<file path="src/rtl/trex_collision_if.sv">
// Registered-read port into the obstacle table: the collision block drives obs_idx
// and the obstacle manager returns that slot's contents one cycle later.
interface trex_collision_if #(
    parameter int unsigned IDX_W = 2
);
    logic [IDX_W-1:0] obs_idx;
    logic             obs_valid;
    logic [9:0]       obs_x;
    logic [9:0]       obs_y;
    logic [6:0]       obs_w;
    logic [6:0]       obs_h;

    modport master (
        output obs_idx,
        input  obs_valid,
        input  obs_x,
        input  obs_y,
        input  obs_w,
        input  obs_h
    );

    modport slave (
        input  obs_idx,
        output obs_valid,
        output obs_x,
        output obs_y,
        output obs_w,
        output obs_h
    );
endinterface

</file>
<file path="src/rtl/trex_collision.sv">
// Per-frame T-rex vs obstacle scan: walks the obstacle table, tests inset bounding-box
// overlap and raises a sticky crash flag with the lowest colliding slot index.
module trex_collision #(
    parameter int unsigned NUM_OBSTACLES = 3,
    parameter int unsigned INSET         = 2,
    parameter int unsigned IDX_W         = 2
) (
    input  logic              clk,
    input  logic              rst,
    input  logic              frame_tick,
    input  logic [9:0]        trex_x,
    input  logic [9:0]        trex_y,
    input  logic [2:0]        trex_frame,
    trex_collision_if.master  obs,
    output logic              busy,
    output logic              done,
    output logic              crash,
    output logic [IDX_W-1:0]  hit_idx
);

    typedef enum logic [1:0] {StIdle, StReq, StCmp, StFin} state_e;

    localparam logic [10:0]      Ins     = 11'(INSET);
    localparam logic [10:0]      Ins2    = 11'(2 * INSET);
    localparam logic [10:0]      StandW  = 11'(44 - 2 * INSET);
    localparam logic [10:0]      StandH  = 11'(47 - 2 * INSET);
    localparam logic [10:0]      DuckW   = 11'(59 - 2 * INSET);
    localparam logic [10:0]      DuckH   = 11'(25 - 2 * INSET);
    localparam logic [10:0]      DuckDy  = 11'd22;
    localparam logic [IDX_W-1:0] LastIdx = IDX_W'(NUM_OBSTACLES - 1);

    state_e           state_q, state_d;
    logic [9:0]       tx_q, tx_d;
    logic [9:0]       ty_q, ty_d;
    logic [2:0]       fr_q, fr_d;
    logic [IDX_W-1:0] idx_q, idx_d;
    logic             found_q, found_d;
    logic [IDX_W-1:0] first_q, first_d;
    logic             crash_q, crash_d;
    logic [IDX_W-1:0] hit_q, hit_d;

    // Character box, derived from the frame captured at the tick.
    logic        duck;
    logic        armed;
    logic [10:0] a_x, a_y, a_w, a_h;

    always_comb begin
        duck  = (fr_q == 3'd5) || (fr_q == 3'd6);
        armed = (fr_q >= 3'd2) && (fr_q != 3'd7);
        a_x   = {1'b0, tx_q} + Ins;
        a_y   = {1'b0, ty_q} + (duck ? DuckDy : 11'd0) + Ins;
        a_w   = duck ? DuckW : StandW;
        a_h   = duck ? DuckH : StandH;
    end

    // Obstacle box; a dimension that the inset collapses to zero or less can never overlap.
    logic        b_w_ok, b_h_ok;
    logic [10:0] b_x, b_y, b_w, b_h;
    logic        hit_now;

    always_comb begin
        b_w_ok  = {4'b0, obs.obs_w} > Ins2;
        b_h_ok  = {4'b0, obs.obs_h} > Ins2;
        b_x     = {1'b0, obs.obs_x} + Ins;
        b_y     = {1'b0, obs.obs_y} + Ins;
        b_w     = {4'b0, obs.obs_w} - Ins2;
        b_h     = {4'b0, obs.obs_h} - Ins2;
        hit_now = obs.obs_valid && armed && b_w_ok && b_h_ok
                  && (a_x < b_x + b_w) && (b_x < a_x + a_w)
                  && (a_y < b_y + b_h) && (b_y < a_y + a_h);
    end

    always_comb begin
        state_d = state_q;
        tx_d    = tx_q;
        ty_d    = ty_q;
        fr_d    = fr_q;
        idx_d   = idx_q;
        found_d = found_q;
        first_d = first_q;
        crash_d = crash_q;
        hit_d   = hit_q;

        unique case (state_q)
            StIdle: begin
                if (frame_tick) begin
                    tx_d    = trex_x;
                    ty_d    = trex_y;
                    fr_d    = trex_frame;
                    idx_d   = '0;
                    found_d = 1'b0;
                    first_d = '0;
                    state_d = StReq;
                end
            end
            StReq: begin
                state_d = StCmp;
            end
            StCmp: begin
                // Slots are visited in ascending order, so the first hit is the lowest.
                if (hit_now && !found_q) begin
                    found_d = 1'b1;
                    first_d = idx_q;
                end
                if (idx_q == LastIdx) begin
                    state_d = StFin;
                end else begin
                    idx_d   = idx_q + 1'b1;
                    state_d = StReq;
                end
            end
            StFin: begin
                if (found_q && !crash_q) begin
                    crash_d = 1'b1;
                    hit_d   = first_q;
                end
                state_d = StIdle;
            end
            default: state_d = StIdle;
        endcase
    end

    always_ff @(posedge clk) begin
        if (rst) begin
            state_q <= StIdle;
            tx_q    <= '0;
            ty_q    <= '0;
            fr_q    <= '0;
            idx_q   <= '0;
            found_q <= 1'b0;
            first_q <= '0;
            crash_q <= 1'b0;
            hit_q   <= '0;
        end else begin
            state_q <= state_d;
            tx_q    <= tx_d;
            ty_q    <= ty_d;
            fr_q    <= fr_d;
            idx_q   <= idx_d;
            found_q <= found_d;
            first_q <= first_d;
            crash_q <= crash_d;
            hit_q   <= hit_d;
        end
    end

    always_comb begin
        busy        = (state_q == StReq) || (state_q == StCmp);
        done        = (state_q == StFin);
        crash       = crash_q;
        hit_idx     = hit_q;
        obs.obs_idx = idx_q;
    end

endmodule

</file>
<file path="src/flat_wrapper.sv">
// flat-port wrapper written by rule: the top's interface ports become plain ports
module trex_collision_flat 
#(
    parameter int unsigned NUM_OBSTACLES = 3,
    parameter int unsigned INSET         = 2,
    parameter int unsigned IDX_W         = 2
)
  (clk, rst, frame_tick, trex_x, trex_y, trex_frame, busy, done, crash, hit_idx, obs_obs_idx, obs_obs_valid, obs_obs_x, obs_obs_y, obs_obs_w, obs_obs_h);
  trex_collision_if #(.IDX_W(IDX_W)) obs_i ();
  input  logic clk;
  input  logic rst;
  input  logic frame_tick;
  input  logic [9:0] trex_x;
  input  logic [9:0] trex_y;
  input  logic [2:0] trex_frame;
  output logic busy;
  output logic done;
  output logic crash;
  output logic [IDX_W-1:0] hit_idx;
  output wire logic [$bits(obs_i.obs_idx)-1:0] obs_obs_idx;
  input wire logic [$bits(obs_i.obs_valid)-1:0] obs_obs_valid;
  input wire logic [$bits(obs_i.obs_x)-1:0] obs_obs_x;
  input wire logic [$bits(obs_i.obs_y)-1:0] obs_obs_y;
  input wire logic [$bits(obs_i.obs_w)-1:0] obs_obs_w;
  input wire logic [$bits(obs_i.obs_h)-1:0] obs_obs_h;
  assign obs_obs_idx = obs_i.obs_idx;
  assign obs_i.obs_valid = obs_obs_valid;
  assign obs_i.obs_x = obs_obs_x;
  assign obs_i.obs_y = obs_obs_y;
  assign obs_i.obs_w = obs_obs_w;
  assign obs_i.obs_h = obs_obs_h;
  trex_collision #(.NUM_OBSTACLES(NUM_OBSTACLES), .INSET(INSET), .IDX_W(IDX_W)) u_core (.clk(clk), .rst(rst), .frame_tick(frame_tick), .trex_x(trex_x), .trex_y(trex_y), .trex_frame(trex_frame), .obs(obs_i), .busy(busy), .done(done), .crash(crash), .hit_idx(hit_idx));
endmodule
</file>
<file path="config.mk">
export PLATFORM = sky130hd
export DESIGN_NAME = trex_collision_flat
export DESIGN_NICKNAME = d
export VERILOG_FILES = /design/src/rtl/trex_collision_if.sv /design/src/rtl/trex_collision.sv /design/src/flat_wrapper.sv
export SDC_FILE = /design/constraint.sdc
export NUM_CORES = 1
export LEC_CHECK = 0
export CELL_PAD_IN_SITES_DETAIL_PLACEMENT = 0
export CELL_PAD_IN_SITES_GLOBAL_PLACEMENT = 2
export CORE_ASPECT_RATIO = 1.1
export CORE_UTILIZATION = 32
export CTS_BUF_LIST = sky130_fd_sc_hd__clkbuf_8 sky130_fd_sc_hd__clkbuf_16
export CTS_CLUSTER_DIAMETER = 30
export DETAILED_ROUTE_END_ITERATION = 12
export PLACE_DENSITY = 0.82
export SLEW_MARGIN = 30
export SYNTH_ARGS = -nofsm -noshare
export SYNTH_HDL_FRONTEND = slang
export SYNTH_SLANG_ARGS = --single-unit
export TNS_END_PERCENT = 1
</file>
<file path="constraint.sdc">
create_clock -name clk -period 5.1 [get_ports clk]
set_clock_uncertainty 0.15 [all_clocks]
set_input_delay 1.02 -clock clk [delete_from_list [all_inputs] [get_ports clk]]
set_output_delay 1.02 -clock clk [all_outputs]
set_load 0.02 [all_outputs]
</file>
* Yosys cells after proc, flatten, opt, wreduce, memory -nomap -nowiden
Index checks and enable logic that the tools add are counted.
** Storage, ports and cells
- Flip-flop bits (word level) :: 33
- Bits in latches :: 0
- Memory bits (writable) :: 0
- Bits in read-only memories :: 0
- Bits of input ports :: 61
- Output and inout bits :: 7
- Word-level logic and storage cells :: 72
- Memories kept :: 0
** Operators by class
- $add $sub $neg :: 12
- Multiply operators :: 0
- Div/mod/pow operators :: 0
- Order comparisons :: 7
- Eq/ne operators :: 10
- Shift operators :: 0
- Muxes and demuxes :: 14
- Bitwise gates (word level) :: 0
- Reduce and logical (&&, ||, !) cells :: 20
** Operators by type and width (number)
- adder 11 bit :: 4
- less-than comparator 11 bit :: 4
- adder 10 x 2 -> 11 bit (second input constant) :: 3
- subtractor 7 x 3 -> 8 bit (second input constant) :: 2
- greater-than comparator 7 x 3 -> 1 bit (second input constant) :: 2
- adder 10 x 11 -> 11 bit :: 1
- adder 11 x 2 -> 11 bit (second input constant) :: 1
- logical AND 1 bit :: 10
- 2-to-1 mux 2 bit :: 5
- 2-to-1 mux 5 bit :: 2
- one-hot mux 2 bit (2 select lines) :: 2
- one-hot mux 2 bit (4 select lines) :: 1
- equality test 2 bit (second input constant) :: 3
- equality test 3 bit (second input constant) :: 2
- 2-to-1 mux 6 bit :: 1
- AND reduction 3 bit :: 2
- inequality test 2 bit (second input constant) :: 2
- AND reduction 2 bit :: 2
- greater-or-equal comparator 3 x 2 -> 1 bit (second input constant) :: 1
- inequality test 3 bit (second input constant) :: 1
- adder 2 x 1 -> 2 bit (second input constant) :: 1
- equality test 2 x 1 -> 1 bit (second input constant) :: 1
- logical NOT 1 bit :: 2
- logical NOT 2 bit :: 1
- 5 further kinds :: 7

* Longest topological paths before layout
Gate-level depths: netlist of the first run.
- Depth after elaboration :: 12
- Gate-level depth with buffers :: 22
- Mapped depth without buffers :: 21

* Worst setup path after synthesis of the first run
Ideal clock, no wire load.
- Kind :: reg2reg
- From :: reg u_core.fr_q[0]
- To :: reg u_core.first_q[0]
- Library setup time :: 0.072 ns
- Arrival :: 4.450 ns
- Required time :: 4.878 ns
- Slack :: 0.429 ns
- Cell stages (with the launch flop) :: 22
- Buffers on the path :: 1
- Period minus slack after synthesis :: 4.671 ns
- Cells stage by stage :: dfxtp_1 > xor2_2 > and2_4 > buf_12 > inv_1 > ha_1 > inv_1 > ha_1 > fa_1 > xnor2_1 > inv_1 > and4_4 > a2111oi_2 > nor3b_1 > xnor2_1 > ha_1 > nand3_1 > o221ai_1 > a2111oi_0 > nand4_1 > nor3_2 > mux2i_1
** Between the ends
- Word-level cells in the longest chain between the ends :: 12
- Elaborated cells between the ends (all ways) :: 26
- Those cells by class :: add/sub: 4; order compare: 4; eq/ne: 4; mux: 3; reduce/logical: 11
** RTL lines
- start: declaration :: line trex_collision.sv:35 : logic [2:0] fr_q, fr_d;
- start signal: assignment :: line trex_collision.sv:138 : fr_q <= fr_d;
- branches (longest 8 deep; another with adder 10 x 11 -> 11 bit)
- logical AND 1 bit (*) :: line trex_collision.sv:70 : && (a_y < b_y + b_h) && (b_y < a_y + a_h);
- logical AND 1 bit (*) :: line trex_collision.sv:101 : if (hit_now && !found_q) begin
- inequality test 2 x 1 -> 1 bit (no source line) (*)
- AND reduction 3 bit (no source line) (*)
- end signal: assignment :: line trex_collision.sv:141 : first_q <= first_d;
- end: declaration :: line trex_collision.sv:38 : logic [IDX_W-1:0] first_q, first_d;
Mark *: on every way between the ends.
A chain may end at the register's enable or synchronous reset.

* Final worst setup path of the first run
- From :: reg u_core.fr_q[0]
- To :: reg u_core.first_q[1]
The elaborated chain is that of the path after synthesis.

==> results.sh, run 1 <==
export IMPL_clock_latency_ns=0.28
export IMPL_clk_pin_slew_ns=0.05
export IMPL_synth_edf_count=0
export IMPL_ys_seq_area_share_pct=15.0
export IMPL_yosys_top_cells_area="ha_1 23%, dfxtp_1 15%, xnor2_1 8.3%"
export IMPL_port_buffers=67
export IMPL_timing_fmax_mhz=206
export IMPL_cts_buffer_depth=2
export IMPL_intPower_uw=813
export IMPL_synth_area_um2=4420
export IMPL_nNetsFinal=817
export IMPL_drt_iter0_markers=153
export IMPL_seqPwrFrac_pct=23.9
export IMPL_dp_hpwl_mm=9.58
export IMPL_hold_depth=2
export IMPL_synth_warnings=0
export IMPL_worstPathArrival_ns=4.91
export IMPL_p_comb_share_pct=48.7
export IMPL_synth_largest_area_cell="ha_1"
export IMPL_yosysUniqueCellTypes=60
export IMPL_path_class="reg -> reg"
export IMPL_ys_ff_latch=33
export IMPL_core_area_um2=13300
export IMPL_leakage_nw=2.49
export IMPL_crit_required_ns=5.16
export IMPL_syn2layout_area_growth_pct=30.4
export IMPL_place_congestion=0.867
export IMPL_cts_buffers=5
export IMPL_outcome="completed"
export IMPL_postCtsSetupRepairBufs=0
export IMPL_pwr_share_clk_pct=27.4
export IMPL_drv_slew=0
export IMPL_min_to="u_core.ty_q[5]$_SDFFE_PP0P_"
export IMPL_cts_resized=0
export IMPL_netSwitchingPower_uw=453
export IMPL_ff2ff_setup_slack_ns=0.25
export IMPL_rows=44
export IMPL_htreeDepth=2
export IMPL_cts_tree="built"
export IMPL_min_path_type="reg -> reg"
export IMPL_crit_path_start_kind="register"
export IMPL_tightest_slew_ns=0.816
export IMPL_cpPeakStageDelay_ns=0.36
export IMPL_p_sw_share_pct=35.8
export IMPL_die_area_um2=14300
export IMPL_synthArstFlopShare_pct=0
export IMPL_antenna_left=0
export IMPL_r2r_start="u_core.fr_q[0]$_SDFFE_PP0P_"
export IMPL_drv_cap=0
export IMPL_drive_gt1_share_pct=9.82
export IMPL_diodes=0
export IMPL_antenna_found_initial=0
export IMPL_powerDensity_nw_per_um2=220
export IMPL_grt_overflow_total=0
export IMPL_cts_root_buffer="clkbuf_16"
export IMPL_drc=0
export IMPL_grt_pass1_vias=4083
export IMPL_min_delay_start="u_core.ty_q[5]$_SDFFE_PP0P_"
export IMPL_cts_hold_buf=0
export IMPL_synth_top_flop_cell="dfxtp_1"
export IMPL_fin_crit_ns=4.85
export IMPL_wl_per_cell_um=13.2
export IMPL_fin_crit_sh_pct=95.2
export IMPL_grt_pass1_wl_mm=18.8
export IMPL_critPathCaptureType="register"
export IMPL_setup_violations=0
export IMPL_viasPerCell=4.88
export IMPL_cp_slowest_cell="fa_2"
export IMPL_postRouteWirelength_mm=11.3
export IMPL_hold_violations=0
export IMPL_numClockSinks=33
export IMPL_pre_cts_slack_ns=-0.0328
export IMPL_rsz0062_at_grt="false"
export IMPL_syn_nets=717
export IMPL_grt_total_usage_pct=16.0
export IMPL_worstReg2RegEnd="u_core.first_q[1]$_SDFFE_PP0P_"
export IMPL_syn_inst=571
export IMPL_crit_fanout=8
export IMPL_synth_top_area_share_pct=22.9
export IMPL_io_pins=68
export IMPL_grt_max_degree=33
export IMPL_crit_path_start="u_core.fr_q[0]$_SDFFE_PP0P_"
export IMPL_die_h_um=125
export IMPL_syn_avg_cell_area_um2=7.74
export IMPL_vias=4175
export IMPL_drt_pre_antenna_iters=5
export IMPL_crit_chain="xor2_2 -> and2_4 -> inv_1 -> ha_1 -> inv_1 -> ha_1 -> fa_2 -> xnor2_1 -> inv_1 -> and4_4 -> a2111oi_2 -> nor3b_1 -> xnor2_1 -> ha_1 -> nand3_1 -> o221ai_1 -> a2111oi_2 -> nand4_1 -> nor3_4 -> mux2i_1"
export IMPL_timing_slew_headroom_pct=45.6
export IMPL_r2r_cells=20
export IMPL_ir_drop_v=0.000208
export IMPL_fin_ws_ns=0.246
export IMPL_die_w_um=114
export IMPL_start_util_pct=33.2
export IMPL_fin_tns_setup_ns=0
state kept, by name, summed over array words and instances (netlist names):
register / cells
u_core.crash: 1
u_core.first_q: 2
u_core.found_q: 1
u_core.fr_q: 3
u_core.hit_idx: 2
u_core.obs.obs_idx: 2
u_core.state_q: 2
u_core.tx_q: 10
u_core.ty_q: 10
cell usage after synthesis, types with 5 or more instances:
| master | instances |
|---|---|
| nand2_1 | 82 |
| ha_1 | 81 |
| a21oi_1 | 45 |
| xnor2_1 | 42 |
| nor2_1 | 35 |
| dfxtp_1 | 33 |
| inv_1 | 30 |
| xor2_1 | 30 |
| nand3_1 | 24 |
| o21ai_0 | 22 |
| nor3_1 | 15 |
| clkbuf_1 | 11 |
| nand4_1 | 11 |
| a21o_1 | 9 |
| nor2b_1 | 9 |
| a211oi_1 | 7 |
| a31oi_1 | 7 |
| nand2b_1 | 6 |
| and3_1 | 5 |
| mux2i_1 | 5 |
per-layer routing:
metal | track usage (%) | share of wire (%)
met4 | 3.13 | 0.95
met3 | 1.75 | 2.8
met1 | 22.3 | 52
met2 | 26.5 | 44
met5 | 0 | 0
through the flow:
stage          total power, mW  cells  hold slack, ns  util [%]  area (um^2)
3_3_place_gp             0.908    848           0.309      41.6         5550
3_5_place_dp             0.916    848           0.307      41.6         5550
4_1_cts                   1.27    856           0.317      42.9         5720
5_1_grt                   1.37    856           0.338      43.3         5760
2_1_floorplan            0.710    571           0.284         -         4420
6_report                  1.27    856           0.314      43.3         5760
worst max-delay path: cells and delay by family, from the launching register on:
kind / cells / cell delay [ns]
mux: 1 / 0.20
buf+inv: 3 / 0.35
flops: 1 / 0.34
fa+ha+maj: 4 / 1.12
simple gates: 6 / 1.17
xor+xnor: 3 / 0.61
compound gates: 3 / 0.86
final cells by class:
class                      instances  area (um^2)
fill                            1402         7560
multi-input combinational        493         3600
timing repair buffer             107          971
sequential                        33          662
tap                              184          230
clock buffer                       6          139
inverter                          31          124
clock inverter                     2         33.8
power by group through the flow:
stage | registers [mW] | clock network (mW) | logic, mW
after detailed placement | 0.307 | 0 | 0.609
after global routing | 0.306 | 0.366 | 0.695
after floorplan | 0.300 | 0 | 0.411
final | 0.302 | 0.347 | 0.616
after CTS | 0.302 | 0.354 | 0.614
after global placement | 0.306 | 0 | 0.602
layout by cell type (no fill, tap or decap), drive strengths merged, types with 2 or more instances in the layout:
cell type,netlist,final
a41oi,2,2
clkdlybuf4s50,0,67
nor2b,9,9
a22oi,4,4
buf,2,40
clkbuf,12,6
nor3,18,18
mux2i,5,5
o21a,2,2
o31ai,3,3
xor2,31,31
and2,4,4
nand2,82,82
nand4,11,11
dfxtp,33,33
a211o,2,2
nand2b,6,6
and4,2,2
a31o,2,2
inv,31,32
a2111oi,3,3
o21bai,2,2
a211oi,7,7
a31oi,7,7
xnor2,42,42
fa,4,4
o211ai,2,2
nor3b,4,4
ha,81,81
a21o,10,10
o21ai,22,22
and3,6,6
a21oi,45,45
nand3,24,24
nor2,35,35
cells by family (layout without fill, tap and decap cells):
family                     Yosys count  count (layout)  share of synthesized area, %
and+or+nand+nor                    208             208                          22.6
AOI/OAI and AO/OA                  122             122                          17.5
adders and majority gates           85              85                          24.8
xor gates and xnor gates            73              73                          14.6
buffers and inverters               45             146                          4.42
DFF                                 33              33                          15.0
muxes                                5               5                          1.13
how the worst max path moves through the flow:
stage	endpoint	slack, ns	depth (start not counted)
finish	u_core.first_q[1]$_SDFFE_PP0P_	0.25	20
global route	u_core.first_q[1]$_SDFFE_PP0P_	0.02	20
CTS	u_core.first_q[1]$_SDFFE_PP0P_	0.04	19
detailed placement	u_core.first_q[1]$_SDFFE_PP0P_	-0.03	18
global placement	u_core.first_q[0]$_SDFFE_PP0P_	-0.0001	18
floorplan	u_core.first_q[0]$_SDFFE_PP0P_	0.43	21
No activity file was read; power rests on OpenSTA's default activity.
==> inputs of run 2 (changes only) <==
--- a/config.mk
+++ b/config.mk
@@ -8,12 +8,12 @@
 export CELL_PAD_IN_SITES_DETAIL_PLACEMENT = 0
 export CELL_PAD_IN_SITES_GLOBAL_PLACEMENT = 2
 export CORE_ASPECT_RATIO = 1.1
-export CORE_UTILIZATION = 32
-export CTS_BUF_LIST = sky130_fd_sc_hd__clkbuf_8 sky130_fd_sc_hd__clkbuf_16
+export CORE_UTILIZATION = 33
+export CTS_BUF_LIST = sky130_fd_sc_hd__clkbuf_4 sky130_fd_sc_hd__clkbuf_8
 export CTS_CLUSTER_DIAMETER = 30
 export DETAILED_ROUTE_END_ITERATION = 12
-export PLACE_DENSITY = 0.82
-export SLEW_MARGIN = 30
+export PLACE_DENSITY = 0.85
+export SLEW_MARGIN = 20
 export SYNTH_ARGS = -nofsm -noshare
 export SYNTH_HDL_FRONTEND = slang
 export SYNTH_SLANG_ARGS = --single-unit
==> results.sh, run 2 (synthesized netlist as in run 1, its figures left out) <==
export IMPL_r2r_cells=20
export IMPL_cts_buffers=5
export IMPL_wl_per_cell_um=13.8
export IMPL_dp_cells=821
export IMPL_dp_hpwl_mm=9.73
export IMPL_antenna_left=0
export IMPL_tightest_slew_ns=0.777
export IMPL_syn2layout_area_growth_pct=29.7
export IMPL_die_w_um=112
export IMPL_viasPerCell=5.06
export IMPL_rows=43
export IMPL_setup_violations=0
export IMPL_timing_slew_headroom_pct=48.2
export IMPL_outcome="finished with violations"
export IMPL_final_instance_count_excl_fill=832
export IMPL_final_cell_mix="82 x nand2_1, 81 x ha_1, 66 x clkdlybuf4s50_1, 45 x a21oi_1, 42 x buf_4"
export IMPL_antenna_found_initial=0
export IMPL_cts_hold_buf=0
export IMPL_clk_pin_slew_ns=0.07
export IMPL_clock_latency_ns=0.29
export IMPL_r2r_start="u_core.fr_q[0]$_SDFFE_PP0P_"
export IMPL_pre_cts_slack_ns=-0.0724
export IMPL_gr_usage_met3_pct=1.86
export IMPL_cts_root_buffer="clkbuf_8"
export IMPL_place_congestion=0.825
export IMPL_io_pins=68
export IMPL_grt_max_degree=33
export IMPL_min_to="u_core.ty_q[4]$_SDFFE_PP0P_"
export IMPL_cts_buffer_depth=2
export IMPL_core_area_um2=12900
export IMPL_cp_slowest_cell="clkdlybuf4s50_1"
export IMPL_hold_violations=0
export IMPL_grt_pass1_vias=4114
export IMPL_nNetsFinal=820
export IMPL_drv_cap=0
export IMPL_die_h_um=123
export IMPL_cts_tree="built"
export IMPL_crit_path_start="obs_obs_x[5]"
export IMPL_cpPeakStageDelay_ns=0.53
export IMPL_grt_pass1_wl_mm=19.2
export IMPL_fin_crit_ns=4.80
export IMPL_port_buffers=67
export IMPL_grt_total_usage_pct=17.0
export IMPL_layout_commonest_cell="nand2_1"
export IMPL_fin_crit_sh_pct=94.2
export IMPL_critPathCaptureType="register"
export IMPL_drv_slew=0
export IMPL_start_util_pct=34.4
export IMPL_drt_iter0_markers=225
export IMPL_met2_usage_pct=28.1
export IMPL_crit_chain="clkdlybuf4s50_1 -> and3_1 -> nand3_1 -> xnor2_2 -> ha_1 -> or2_2 -> o31a_1 -> a31o_2 -> a21oi_1 -> xor2_1 -> ha_1 -> nand4_1 -> o2111ai_1 -> a2111oi_1 -> nand4_1 -> nor3_4 -> mux2i_1"
export IMPL_crit_path_start_kind="input pin"
export IMPL_min_delay_start="u_core.ty_q[4]$_SDFFE_PP0P_"
export IMPL_min_path_type="reg -> reg"
export IMPL_crit_required_ns=5.17
export IMPL_leakage_nw=2.49
export IMPL_timing_fmax_mhz=208
export IMPL_crit_fanout=3
export IMPL_powerDensity_nw_per_um2=205
export IMPL_die_area_um2=13900
export IMPL_drc=1
export IMPL_violations="design-rule violations"
export IMPL_top_regs="u_core.tx_q (10), u_core.ty_q (10), u_core.fr_q (3)"
export IMPL_drt_pre_antenna_iters=8
export IMPL_fin_tns_setup_ns=0
export IMPL_worstPathArrival_ns=4.87
export IMPL_ir_drop_v=0.000184
export IMPL_htreeDepth=2
export IMPL_busiest_layer="met2"
export IMPL_path_class="in -> reg"
export IMPL_grt_overflow_total=0
export IMPL_ff2ff_setup_slack_ns=0.46
export IMPL_fin_ws_ns=0.295
export IMPL_drive_gt1_share_pct=11.1
export IMPL_postRouteWirelength_mm=11.4
export IMPL_hold_depth=2
export IMPL_worstReg2RegEnd="u_core.first_q[0]$_SDFFE_PP0P_"
export IMPL_diodes=0
export IMPL_vias=4212
export IMPL_use_met1_pct=23.8
export IMPL_numClockSinks=33
[run 2: changes by cell type in the layout (fill, tap and decap cells not counted), sizes merged]
cell,before,now
clkdlybuf4s50,67,66
clkbuf,6,5
clkinv,0,1
buf,40,44
inv,32,31
clkinvlp,0,1
[run 2: report_power, final]
group	internal (mW)	switching [mW]	total [mW]
registers	0.278	0.0234	0.301
clock network	0.146	0.105	0.251
logic	0.296	0.327	0.623
total	0.720	0.456	1.18
[run 2: how the worst max path moves through the flow]
stage / to / cells past startpoint
2_1_floorplan: u_core.first_q[0]$_SDFFE_PP0P_ / 21
3_3_place_gp: u_core.first_q[1]$_SDFFE_PP0P_ / 16
3_5_place_dp: u_core.first_q[0]$_SDFFE_PP0P_ / 16
4_1_cts: u_core.first_q[0]$_SDFFE_PP0P_ / 20
5_1_grt: u_core.first_q[0]$_SDFFE_PP0P_ / 18
6_report: u_core.first_q[0]$_SDFFE_PP0P_ / 17
[run 2: per-stage QoR]
stage	hold slack (ns)	instance area [um^2]	util [%]	power, mW
2_1_floorplan	0.284	4420	-	0.710
3_3_place_gp	0.308	5510	42.9	0.905
6_report	0.324	5730	44.6	1.18
3_5_place_dp	0.308	5510	42.9	0.921
5_1_grt	0.356	5730	44.6	1.29
4_1_cts	0.320	5630	43.8	1.18
[run 2: layout make-up]
type | count | area (um^2)
fill | 1308 | 7130
multi-input combinational | 493 | 3630
timing repair buffer | 110 | 1000
sequential | 33 | 662
tap | 157 | 196
inverter | 31 | 124
clock buffer | 5 | 68.8
clock inverter | 3 | 46.3
[run 2: layer usage]
| metal | routed length [um] | share of wire (%) | up-vias |
|---|---|---|---|
| met5 | 0 | 0 | - |
| met4 | 70 | 0.61 | 0 |
| met3 | 311 | 2.7 | 6 |
| met2 | 5260 | 46 | 60 |
| met1 | 5810 | 51 | 1912 |
| li1 | - | - | 2234 |
[run 2: timing repair]
item                                    in CTS  in global routing
buffers inserted                             0                  3
resized for setup                            0                 12
endpoints found under the setup margin       0                  3
[run 2: worst max-delay path: cells and delay by family]
kind | cells | cell delay [ns]
AND/OR/NAND/NOR | 6 | 1.12
adder cells (fa/ha/maj) | 2 | 0.59
buffers and inverters | 1 | 0.53
AO/OA/AOI/OAI | 5 | 1.00
XOR/XNOR | 2 | 0.39
multiplexers | 1 | 0.21
